**config.mk**
```make
export PLATFORM = sky130hd
export DESIGN_NAME = dcm_phase_stepper
export DESIGN_NICKNAME = d
export VERILOG_FILES = /design/src/rtl/dcm_phase_stepper.sv
export SDC_FILE = /design/constraint.sdc
export NUM_CORES = 1
export LEC_CHECK = 0
export CAP_MARGIN = 25
export CORE_MARGIN = 8
export CORE_UTILIZATION = 35
export CTS_BUF_LIST = sky130_fd_sc_hd__clkbuf_4
export CTS_CLUSTER_DIAMETER = 40
export DETAILED_ROUTE_END_ITERATION = 10
export SETUP_SLACK_MARGIN = 0.02
export SLEW_MARGIN = 15
export SYNTH_ARGS = -nofsm -noshare
export SYNTH_HDL_FRONTEND = slang
export SYNTH_SLANG_ARGS = --single-unit
```
**constraint.sdc**
```tcl
create_clock -name I_clk -period 2.8 [get_ports I_clk]
set_input_delay 0.28 -clock I_clk [delete_from_list [all_inputs] [get_ports I_clk]]
set_output_delay 0.28 -clock I_clk [all_outputs]
set_load 0.05 [all_outputs]
```
**src/rtl/dcm_phase_stepper.sv**
```systemverilog
// DCM DIRECT-mode phase-shift sequencer: walks PSEN/PSINCDEC one tap
// at a time toward a host target, tracking the DCM tap with a PSDONE timeout.
module dcm_phase_stepper #(
    parameter int PHASE_WIDTH    = 10,
    parameter int MAX_PHASE      = 1023,
    parameter int PSDONE_TIMEOUT = 255,
    parameter int SETTLE_CYCLES  = 4
) (
    input  logic                   I_clk,
    input  logic                   I_reset,
    input  logic                   I_dcm_locked,
    input  logic                   I_psdone,
    input  logic [PHASE_WIDTH-1:0] I_target,
    input  logic                   I_target_valid,
    output logic                   O_psen,
    output logic                   O_psincdec,
    output logic [PHASE_WIDTH-1:0] O_current,
    output logic                   O_busy,
    output logic                   O_done,
    output logic                   O_timeout,
    output logic [2:0]             O_state
);

    typedef enum logic [2:0] {
        IDLE      = 3'd0,
        WAIT_LOCK = 3'd1,
        COMPARE   = 3'd2,
        STEP      = 3'd3,
        WAIT_DONE = 3'd4,
        SETTLE    = 3'd5,
        ERROR     = 3'd6
    } state_t;

    localparam int CNT_MAX = (PSDONE_TIMEOUT > SETTLE_CYCLES) ?
                             PSDONE_TIMEOUT : SETTLE_CYCLES;
    localparam int CNT_W   = $clog2(CNT_MAX + 1);

    localparam logic [PHASE_WIDTH-1:0] MAX_TAP = PHASE_WIDTH'(MAX_PHASE);
    // The PSEN cycle itself counts toward the timeout window.
    localparam logic [CNT_W-1:0] TO_LAST     = CNT_W'(PSDONE_TIMEOUT - 2);
    localparam logic [CNT_W-1:0] SETTLE_LAST = CNT_W'(SETTLE_CYCLES - 1);

    state_t                 state;
    state_t                 state_next;
    logic [PHASE_WIDTH-1:0] target;
    logic [PHASE_WIDTH-1:0] current;
    logic [PHASE_WIDTH-1:0] target_clamped;
    logic                   pending;
    logic                   psincdec;
    logic                   timeout;
    logic [CNT_W-1:0]       cnt;
    logic                   at_target;

    assign at_target      = (current == target);
    assign target_clamped = (I_target > MAX_TAP) ? MAX_TAP : I_target;

    always_ff @(posedge I_clk) begin
        if (I_reset) begin
            state <= WAIT_LOCK;
        end else begin
            state <= state_next;
        end
    end

    always_comb begin
        state_next = state;
        if (state == ERROR) begin
            if (I_target_valid) begin
                state_next = COMPARE;
            end
        end else if (!I_dcm_locked) begin
            state_next = WAIT_LOCK;
        end else begin
            case (state)
                IDLE: begin
                    if (I_target_valid || pending) begin
                        state_next = COMPARE;
                    end
                end
                WAIT_LOCK: state_next = COMPARE;
                COMPARE:   state_next = at_target ? IDLE : STEP;
                STEP:      state_next = WAIT_DONE;
                WAIT_DONE: begin
                    if (I_psdone) begin
                        state_next = SETTLE;
                    end else if (cnt == TO_LAST) begin
                        state_next = ERROR;
                    end
                end
                SETTLE: begin
                    if (cnt == SETTLE_LAST) begin
                        state_next = COMPARE;
                    end
                end
                default: state_next = WAIT_LOCK;
            endcase
        end
    end

    always_comb begin
        O_psen  = (state == STEP);
        O_done  = (state == COMPARE) && I_dcm_locked && at_target && pending;
        O_busy  = (state != IDLE) && (state != ERROR);
        O_state = state;
    end

    always_ff @(posedge I_clk) begin
        if (I_reset) begin
            target   <= '0;
            pending  <= 1'b0;
            current  <= '0;
            psincdec <= 1'b0;
            timeout  <= 1'b0;
            cnt      <= '0;
        end else begin
            if (I_target_valid) begin
                target  <= target_clamped;
                pending <= 1'b1;
            end else if (O_done) begin
                pending <= 1'b0;
            end

            if (state == ERROR) begin
                if (I_target_valid) begin
                    timeout <= 1'b0;
                end
            end else if (!I_dcm_locked) begin
                // A DCM reset re-zeros the DIRECT-mode phase.
                current <= '0;
            end else begin
                case (state)
                    COMPARE: begin
                        if (!at_target) begin
                            psincdec <= (target > current);
                        end
                    end
                    STEP: cnt <= '0;
                    WAIT_DONE: begin
                        if (I_psdone) begin
                            current <= psincdec ? current + 1'b1
                                                : current - 1'b1;
                            cnt     <= '0;
                        end else begin
                            cnt <= cnt + 1'b1;
                            if (cnt == TO_LAST) begin
                                timeout <= 1'b1;
                            end
                        end
                    end
                    SETTLE:  cnt <= cnt + 1'b1;
                    default: ;
                endcase
            end
        end
    end

    assign O_psincdec = psincdec;
    assign O_current  = current;
    assign O_timeout  = timeout;

endmodule

```
# == Word-level counts from Yosys, hierarchy flattened ==
# Cells that the tools add are included.
# classes
addsub,3
magnitude_cmp,2
eq_ne,17
mux,24
bitwise,2
reduce_logical,17
# op_table
cell,count
$mux 10,5
$pmux 8 s3,1
$mux 3,7
$pmux 3 s6,1
$add 10x1->10 const B,1
$eq 10x10->1,1
$gt 10x10->1,1
$gt 10x10->1 const B,1
$sub 10x1->10 const B,1
$eq 3x3->1 const B,3
$add 8x1->8 const B,1
$eq 8x2->1 const B,1
$eq 8x8->1 const B,1
$mux 1,8
$mux 8,1
$ne 4x4->1 const B,2
$reduce_and 4->1,2
$reduce_bool 2->1,4
$eq 3x2->1 const B,2
$ne 2x1->1 const B,3
$reduce_and 3->1,2
$reduce_bool 3->1,2
$ne 5x5->1 const B,1
$reduce_and 5->1,1
8 further kinds,12
# word_totals
register_bits,34
in_bits,15
output_inout_bits,18
word_cells,72

# == Depth between registers and ports, before layout ==
# Gate-level depths: netlist of the first run.
# logic_depth
depth_word,6
depth_mapped,8
ltp_nobuf,8

# == Worst setup path before layout of the first run ==
# OpenSTA, ideal clock, no wires.
# synth_path
path_kind,reg-to-output
start,reg current[9] (netlist: O_current[9])
end,out O_done
arrival_ns,2.544
required_ns,2.520
slack_ns,-0.024
path_stages_with_launch,6
n_path_buf,0
cell_sequence,dfxtp_1 inv_1 ha_1 and4_1 nand4_1 nor3_1
# synth_via
elab_chain_cells,3
# synth_rtl
element,line,rtl
start: declaration,46,logic [PHASE_WIDTH-1:0] current;
start signal: assignment,140,current <= psincdec ? current + 1'b1
$eq 10x10->1,54,assign at_target = (current == target);
$logic_and 1x1->1 (2 in a row),102,O_done = (state == COMPARE) && I_dcm_locked && at_target && pending;
end: declaration,19,"output logic O_done,"
# No other way between the ends.

# == Worst setup path after layout of the first run ==
# layout_path
start,reg state[2] (netlist: O_state[2])
end,out O_busy
# layout_via
elab_chain_cells,2
elab_cells_between_ends,3
cone_classes,eq/ne: 1; reduce/logical: 2
# layout_rtl
element,line,rtl
start: declaration,43,state_t state;
start signal: assignment,61,state <= state_next;
$ne 3x3->1 or $reduce_bool 3->1 (tied branches),103,O_busy = (state != IDLE) && (state != ERROR);
$logic_and 1x1->1 (*),103,
end: declaration,18,"output logic O_busy,"
# Mark *: on every way between the ends. The rest lies on a longest branch, timed or not.

==> impl_metrics.env, run 1 <==
export IMPL_num_antenna_cells=0
export IMPL_ios=33
export IMPL_drt_wirelength_per_cell_um=13.9
export IMPL_firstDrtPassIters=4
export IMPL_max_slew_worst_pin_slew_ns=0.509
export IMPL_row_count=28
export IMPL_pwr_share_seq_pct=45.9
export IMPL_cts_tree="done"
export IMPL_power_density_nw_per_um2=428
export IMPL_required_ns=2.52
export IMPL_post_route_util_pct=44.6
export IMPL_critical_path_max_stage_delay_ns=0.79
export IMPL_clock_power_share_pct=40.2
export IMPL_clk_pin_slew_ns=0.11
export IMPL_fill_cells=616
export IMPL_area_growth_pct=24.8
export IMPL_period_share_pct=87.7
export IMPL_synth_seq_cells=34
export IMPL_antenna_left=0
export IMPL_die_x_um=93.1
export IMPL_grt_usage_pct=11.9
export IMPL_finalSetupViolations=0
export IMPL_clock_path_buffers=2
export IMPL_grt_max_degree=15
export IMPL_grt_pass1_vias=1758
export IMPL_cts_setup_buffers=0
export IMPL_comb_power_share_pct=13.8
export IMPL_ys_types=42
export IMPL_switching_share_pct=24.2
export IMPL_drive_gt1_share_pct=6.07
export IMPL_maxSlewHeadroom_pct=66.0
export IMPL_fin_nets=315
export IMPL_fp_coreArea_um2=5820
export IMPL_critPathKind="flop to primary output"
export IMPL_synth_area_um2=2080
export IMPL_hold_slack_ns=0.507
export IMPL_yosysSeqAreaShare_pct=32.7
export IMPL_hold_viol=0
export IMPL_routed_via_density=5.16
export IMPL_crit_path_max_fanout=12
export IMPL_p_leak_nw=1.05
export IMPL_p_switching_w=0.000269
export IMPL_yosys_warnings=0
export IMPL_ctsResizeCount=0
export IMPL_dieArea_um2=8660
export IMPL_hp_class="flop to flop"
export IMPL_num_vias=1831
export IMPL_grt_pass1_wl_um=8390
export IMPL_clock_sinks=34
export IMPL_max_vdd_ir_drop_mv=0.259
export IMPL_p_int_w=0.000843
export IMPL_dp_slack_ns=0.494
export IMPL_slowest_stage="clkdlybuf4s50_1"
export IMPL_holdBufCountCts=0
export IMPL_fin_ws_ns=0.343
export IMPL_worstSetupStartpointType="flop"
export IMPL_ys_async_sr_fraction_pct=0
export IMPL_ys_flop_type="dfxtp_1"
export IMPL_gp_congestion=0.859
export IMPL_insertion_delay_ns=0.34
export IMPL_dpl_hpwl_um=3900
export IMPL_start_util_pct=35.8
export IMPL_endpoint_kind="primary output"
export IMPL_avgSynthCellArea_um2=8.56
export IMPL_slew_viol_final=0
export IMPL_synth_edf_count=0
export IMPL_crit_chain="nor2b_1, or3_1, clkdlybuf4s50_1"
export IMPL_htreeDepth=2
export IMPL_wirelength_um=4940
export IMPL_period_needed_ns=2.46
export IMPL_root_buffer="clkbuf_4"
export IMPL_skew_ns=0.0141
export IMPL_port_buffers=32
export IMPL_rsz0062_at_grt="no"
export IMPL_drc=0
export IMPL_syn_num_nets=279
export IMPL_die_y_um=93.1
export IMPL_synth_cells=243
export IMPL_max_freq_ghz=0.407
export IMPL_overflow=0
export IMPL_outcome="finished, final reports clean"
export IMPL_first_iter_violations=137
export IMPL_antenna_found_initial=0
export IMPL_maxCapViolations=0
export IMPL_cp_arrival_ns=2.18
export IMPL_cts_buffers=5
export IMPL_setup_tns_ns=0
## cell type report
cell class	instances	area, µm²	area share (%)
clock buffer	5	37.5	1.45
clock inverter	3	63.8	2.46
inverter	16	60.1	2.31
multi-input combinational	187	1320	50.8
sequential	34	681	26.2
tap	75	93.8	3.62
timing repair buffer	35	340	13.1
## final timing paths
| path | slack (ns) | end | cells past startpoint | from |
|---|---|---|---|---|
| setup reg to reg | 0.49 | O_current[7] | 8 | O_psincdec |
| hold / removal | 0.51 | pending | 2 | pending |
| setup / recovery | 0.34 | O_busy | 3 | O_state[2] |
| hold reg to reg | 0.51 | pending | 2 | pending |
## cells in the final DEF (no fill, tap or decap), drive strengths merged, types with 3 or more instances in the layout
| cell | n |
|---|---|
| a211oi | 4 |
| a21o | 7 |
| a21oi | 13 |
| a22o | 4 |
| a22oi | 3 |
| a31oi | 3 |
| and4 | 4 |
| buf | 4 |
| clkbuf | 5 |
| clkdlybuf4s50 | 31 |
| dfxtp | 34 |
| ha | 20 |
| inv | 16 |
| mux2i | 11 |
| nand2 | 10 |
| nand2b | 4 |
| nand3 | 5 |
| nand4 | 6 |
| nor2 | 36 |
| nor2b | 9 |
| nor3 | 4 |
| o21a | 3 |
| o21ai | 12 |
| xor2 | 11 |
## synthesized netlist by cell type (2+ instances only)
cell type / count / share of area [%]
mux2i_1: 11 / 5.3
nand2b_1: 4 / 1.2
nand4_1: 6 / 1.8
a311o_1: 2 / 0.96
a21o_1: 7 / 2.5
a31oi_1: 3 / 0.90
xnor2_1: 2 / 0.84
a22o_1: 4 / 1.7
nor3_1: 4 / 0.96
nand3_1: 5 / 1.2
and3_1: 2 / 0.60
o21ai_0: 10 / 2.4
nor2b_1: 9 / 2.7
nor2_1: 36 / 6.5
o21ai_1: 2 / 0.48
a211oi_1: 3 / 1.1
xor2_1: 11 / 4.6
inv_1: 16 / 2.9
a21oi_1: 13 / 3.1
dfxtp_1: 34 / 33
ha_1: 20 / 12
clkbuf_1: 3 / 0.54
a22oi_1: 3 / 1.1
buf_2: 2 / 0.48
and4_1: 4 / 1.7
nand2_1: 10 / 1.8
o21a_1: 2 / 0.72
## power by group through the flow
stage	clock network, W	registers (W)	logic (W)
global route	0.000479	0.000514	0.000172
finish	0.000447	0.000511	0.000154
detailed placement	0	0.000522	0.000155
global placement	0	0.000522	0.000154
CTS	0.000461	0.000511	0.000155
floorplan	0	0.000526	0.0000944
## metrics by stage
stage / instances / total power, W / instance area, µm²
floorplan: 243 / 0.000620 / 2080
global placement: 347 / 0.000676 / 2490
detailed placement: 347 / 0.000677 / 2490
CTS: 355 / 0.00113 / 2590
global route: 355 / 0.00117 / 2590
finish: 355 / 0.00111 / 2590
## routing by layer
metal / wire, µm / vias up / GRT usage [%]
met5: 0 / - / 0
met4: 91 / 0 / 4.70
met3: 227 / 8 / 3.53
met2: 2270 / 31 / 18.4
met1: 2340 / 851 / 15.1
li1: - / 941 / -
## critical path, delay by kind of cell, from the launching register on
kind                   cells  cell delay (ns)
and+or+nand+nor            2             0.47
buffers and inverters      1             0.79
DFF                        1             0.57
## flip-flops by register name (all words and copies together), names as in the netlist
signal / flops
O_current: 10
O_psincdec: 1
O_state: 3
O_timeout: 1
cnt: 8
pending: 1
target: 10
## cell families (layout without fill, tap and decap cells)
group	after synthesis	after routing	share of synthesized area [%]
buf+inv	22	59	4.09
compound gates	57	57	19.0
simple gates	85	85	20.5
mux	11	11	5.30
fa+ha+maj	21	21	13.0
xor+xnor	13	13	5.48
flops	34	34	32.7
No activity file was read; power rests on OpenSTA's default activity.
==> run 2: changes to the inputs <==
--- a/config.mk
+++ b/config.mk
@@ -11,6 +11,7 @@
 export CTS_BUF_LIST = sky130_fd_sc_hd__clkbuf_4
 export CTS_CLUSTER_DIAMETER = 40
 export DETAILED_ROUTE_END_ITERATION = 10
+export RECOVER_POWER = 100
 export SETUP_SLACK_MARGIN = 0.02
 export SLEW_MARGIN = 15
 export SYNTH_ARGS = -nofsm -noshare
==> run 2 against run 1 <==
Against the previous run:
- sequential power barely moved
- flip-flop and latch count is the same
- utilization fell by 0.39 points
- highest routed layer unchanged
==> impl_metrics.env, run 2 (synthesized netlist as in run 1, its figures left out) <==
export IMPL_outcome="finished, final reports clean"
export IMPL_dp_cells=347
export IMPL_clock_path_buffers=2
export IMPL_ios=33
export IMPL_cts_setup_buffers=0
export IMPL_endpoint_kind="primary output"
export IMPL_num_antenna_cells=0
export IMPL_holdBufCountCts=0
export IMPL_htreeDepth=2
export IMPL_fin_cells=355
export IMPL_power_density_nw_per_um2=430
export IMPL_crit_path_max_fanout=12
export IMPL_final_common_cell="nor2_1"
export IMPL_ctsResizeCount=0
export IMPL_overflow=0
export IMPL_first_iter_violations=109
export IMPL_fp_coreArea_um2=5820
export IMPL_firstDrtPassIters=4
export IMPL_dp_slack_ns=0.494
export IMPL_area_growth_pct=23.7
export IMPL_max_vdd_ir_drop_mv=0.258
export IMPL_hp_class="flop to flop"
export IMPL_layout_common_cells="nor2_1 (36), dfxtp_1 (34), ha_1 (20)"
export IMPL_required_ns=2.52
export IMPL_max_freq_ghz=0.403
export IMPL_worstSetupStartpointType="flop"
export IMPL_grt_pass1_vias=1758
export IMPL_die_y_um=93.1
export IMPL_fin_area_um2=2570
export IMPL_setup_tns_ns=0
export IMPL_grt_pass1_wl_um=8390
export IMPL_clk_pin_slew_ns=0.11
export IMPL_antenna_left=0
export IMPL_wl_met3_um=223
export IMPL_fin_nets=315
export IMPL_gp_congestion=0.859
export IMPL_maxSlewHeadroom_pct=45.6
export IMPL_maxCapViolations=0
export IMPL_period_needed_ns=2.48
export IMPL_insertion_delay_ns=0.34
export IMPL_drt_wirelength_per_cell_um=14.0
export IMPL_wirelength_um=4960
export IMPL_drive_gt1_share_pct=4.29
export IMPL_grt_usage_pct=11.9
export IMPL_p_leak_nw=1.09
export IMPL_dr_wl_met2_um=2280
export IMPL_slowest_stage="dlygate4sd3_1"
export IMPL_start_util_pct=35.8
export IMPL_crit_start="O_state[2]"
export IMPL_max_slew_worst_pin_slew_ns=0.807
export IMPL_critical_path_max_stage_delay_ns=0.86
export IMPL_fin_ws_ns=0.319
export IMPL_row_count=28
export IMPL_critPathKind="flop to primary output"
export IMPL_post_route_util_pct=44.2
export IMPL_finalSetupViolations=0
export IMPL_min_from="pending"
export IMPL_wl_met1_um=2390
export IMPL_grt_max_degree=15
export IMPL_dieArea_um2=8660
export IMPL_cp_arrival_ns=2.20
export IMPL_skew_ns=0.0126
export IMPL_hold_viol=0
export IMPL_cts_buffers=5
export IMPL_r2r_start="O_psincdec"
export IMPL_fill_cells=623
export IMPL_slew_viol_final=0
export IMPL_place_area_um2=2490
export IMPL_antenna_found_initial=0
export IMPL_crit_chain="nor2b_1, or3_1, dlygate4sd3_1"
export IMPL_drc=0
export IMPL_worst_path_buf_inv=1
export IMPL_dpl_hpwl_um=3900
export IMPL_die_x_um=93.1
export IMPL_routed_via_density=5.14
export IMPL_critical_path_top_delay_family="buffers and inverters"
export IMPL_num_vias=1823
export IMPL_period_share_pct=88.6
export IMPL_clock_sinks=34
export IMPL_routed_top_layer="met4"
export IMPL_cts_tree="done"
export IMPL_rsz0062_at_grt="no"
export IMPL_port_buffers=32
export IMPL_root_buffer="clkbuf_4"
==> run 2: final cells by class <==
type | instances | area [µm²] | area share, %
repair buffers | 35 | 337 | 13.1
clock buffers | 5 | 37.5 | 1.46
clock inverters | 3 | 63.8 | 2.48
inverters | 16 | 60.1 | 2.33
well taps | 75 | 93.8 | 3.65
multi-input cells | 187 | 1300 | 50.5
flip-flops and latches | 34 | 681 | 26.5
==> run 2: tightest hold or removal path: cells and delay by family (launching register included) <==
kind / cells / cell delay [ns]
flip-flops: 1 / 0.32
AO/OA/AOI/OAI: 2 / 0.14
==> run 2: path summary, 6_finish.rpt <==
kind,endpoint,slack (ns),cells past startpoint
worst max-delay path,O_busy,0.32,3
worst min-delay path,pending,0.50,2
worst min register to register,pending,0.50,2
worst max register to register,O_current[7],0.46,8
==> run 2: through the flow <==
stage                     hold WS [ns]  power [W]
after floorplan                  0.395   0.000620
after global placement           0.464   0.000676
after detailed placement         0.479   0.000677
after CTS                        0.499    0.00113
after global routing             0.559    0.00116
final                            0.497    0.00111
==> run 2: metal layers <==
layer / GRT usage (%) / up-vias
li1: - / 942
met3: 3.53 / 6
met2: 18.4 / 27
met4: 4.70 / 0
met5: 0 / -
met1: 15.1 / 848
==> run 2: power breakdown <==
group / internal (W) / switching [W]
logic: 0.0000670 / 0.0000822
clock network: 0.000275 / 0.000171
registers: 0.000497 / 0.0000136
==> run 3: changes to the inputs <==
--- a/config.mk
+++ b/config.mk
@@ -6,7 +6,7 @@
 export NUM_CORES = 1
 export LEC_CHECK = 0
 export CAP_MARGIN = 25
-export CORE_MARGIN = 8
+export CORE_MARGIN = 3
 export CORE_UTILIZATION = 35
 export CTS_BUF_LIST = sky130_fd_sc_hd__clkbuf_4
 export CTS_CLUSTER_DIAMETER = 40
==> run 3 against run 2 <==
Against the previous run:
- wire length down 3.8%
- sequential power about the same
- clock power down 38%
- clock skew down 0.0036 ns
- die area down 20%
- utilization up 0.68 points
- first-iteration DRC count up 22%
- count of clock-buffer cells in the layout up 1
- largest cell class unchanged
- largest power group unchanged
- highest routed layer unchanged
==> impl_metrics.env, run 3 (synthesized netlist as in run 1, its figures left out) <==
export IMPL_skew_ns=0.00901
export IMPL_drc=0
export IMPL_min_path_cells=2
export IMPL_ctsResizeCount=0
export IMPL_grt_usage_pct=14.3
export IMPL_fin_cells=352
export IMPL_endpoint_kind="primary output"
export IMPL_clock_power_share_pct=29.4
export IMPL_finalSetupViolations=0
export IMPL_first_iter_violations=133
export IMPL_holdBufCountCts=0
export IMPL_dp_slack_ns=0.526
export IMPL_final_common_cell="nor2_1"
export IMPL_hold_viol=0
export IMPL_r2r_start="O_psincdec"
export IMPL_rsz0062_at_grt="no"
export IMPL_p_int_w=0.000669
export IMPL_dieArea_um2=6900
export IMPL_rr_endpoint="O_current[8]"
export IMPL_insertion_delay_ns=0.34
export IMPL_routed_via_density=5.15
export IMPL_drive_gt1_share_pct=5.00
export IMPL_cts_buffers=5
export IMPL_max_slew_worst_pin_slew_ns=0.713
export IMPL_grt_pass1_wl_um=8160
export IMPL_die_y_um=83.1
export IMPL_dpl_hpwl_um=3700
export IMPL_layout_common_cells="nor2_1 (36), dfxtp_1 (34), ha_1 (20)"
export IMPL_hold_slack_ns=0.484
export IMPL_area_growth_pct=21.8
export IMPL_firstDrtPassIters=4
export IMPL_period_share_pct=90.2
export IMPL_switching_share_pct=28.7
export IMPL_critPathKind="flop to primary output"
export IMPL_crit_path_max_fanout=12
export IMPL_pwr_share_seq_pct=54.5
export IMPL_fin_nets=315
export IMPL_fin_area_um2=2530
export IMPL_hp_class="flop to flop"
export IMPL_maxCapViolations=0
export IMPL_period_needed_ns=2.53
export IMPL_antenna_found_initial=0
export IMPL_fp_coreArea_um2=5640
export IMPL_start_util_pct=36.9
export IMPL_min_to="pending"
export IMPL_port_buffers=32
export IMPL_die_x_um=83.1
export IMPL_fin_ws_ns=0.273
export IMPL_row_count=27
export IMPL_clock_path_buffers=2
export IMPL_clock_sinks=34
export IMPL_min_from="pending"
export IMPL_overflow=0
export IMPL_p_leak_nw=1.08
export IMPL_clk_pin_slew_ns=0.11
export IMPL_place_area_um2=2490
export IMPL_comb_power_share_pct=16.2
export IMPL_slowest_stage="dlygate4sd3_1"
export IMPL_power_density_nw_per_um2=370
export IMPL_antenna_left=0
export IMPL_ios=33
export IMPL_cts_setup_buffers=0
export IMPL_slew_viol_final=0
export IMPL_outcome="finished, final reports clean"
export IMPL_max_vdd_ir_drop_mv=0.141
export IMPL_drt_wirelength_per_cell_um=13.6
export IMPL_cp_arrival_ns=2.25
export IMPL_wirelength_um=4770
export IMPL_reg2reg_depth=8
export IMPL_grt_pass1_vias=1737
export IMPL_num_vias=1812
export IMPL_setup_tns_ns=0
export IMPL_htreeDepth=2
export IMPL_dp_cells=344
export IMPL_root_buffer="clkbuf_4"
export IMPL_p_switching_w=0.000269
export IMPL_r2r_slack_ns=0.49
export IMPL_required_ns=2.52
export IMPL_num_antenna_cells=0
export IMPL_crit_chain="nor2b_1, or3_1, dlygate4sd3_1"
export IMPL_grt_max_degree=17
export IMPL_cts_tree="done"
export IMPL_gp_congestion=0.855
export IMPL_fill_cells=578
export IMPL_maxSlewHeadroom_pct=52.0
export IMPL_critical_path_max_stage_delay_ns=0.87
export IMPL_worstSetupStartpointType="flop"
export IMPL_max_freq_ghz=0.396
run 3: metrics by stage:
step | utilization (%) | total power, W
global route | 44.9 | 0.000993
floorplan | - | 0.000620
detailed placement | 44.1 | 0.000677
finish | 44.9 | 0.000937
CTS | 45.1 | 0.000959
global placement | 44.1 | 0.000675
run 3: critical path, delay by kind of cell, from the launching register on:
| kind | cells | cell delay, ns |
|---|---|---|
| buffers and inverters | 1 | 0.87 |
| DFF | 1 | 0.57 |
| and+or+nand+nor | 2 | 0.46 |
run 3: power groups by stage:
stage | registers [W] | logic, W | clock network [W]
after global routing | 0.000514 | 0.000167 | 0.000313
after detailed placement | 0.000522 | 0.000156 | 0
after CTS | 0.000511 | 0.000156 | 0.000293
after global placement | 0.000521 | 0.000154 | 0
after floorplan | 0.000526 | 0.0000944 | 0
final | 0.000511 | 0.000152 | 0.000275
run 3: how the worst max path moves through the flow:
stage | from | endpoint | slack, ns | depth (start not counted)
2_1_floorplan | O_psincdec | O_current[7] | 0.22 | 8
3_3_place_gp | O_psincdec | O_current[8] | 0.57 | 8
3_5_place_dp | O_psincdec | O_current[8] | 0.53 | 8
4_1_cts | O_state[2] | O_busy | 0.35 | 3
5_1_grt | O_state[2] | O_busy | 0.13 | 3
6_report | O_state[2] | O_busy | 0.27 | 3
run 3: cell type report:
class                           count  area [µm²]  area share, %
Tap cell                           72        90.1           3.56
Sequential cell                    34         681           26.9
Timing Repair Buffer               35         337           13.3
Inverter                           16        60.1           2.37
Clock inverter                      2        8.76          0.346
Multi-Input combinational cell    187        1310           51.8
Clock buffer                        6        45.0           1.78
run 3: layer usage:
layer | global-route usage [%] | share of wire, % | vias to the layer above
li1 | - | - | 939
met1 | 19.3 | 51 | 834
met2 | 21.6 | 43 | 32
met3 | 3.08 | 3.4 | 7
met4 | 6.39 | 1.9 | 0
met5 | 0 | 0 | -
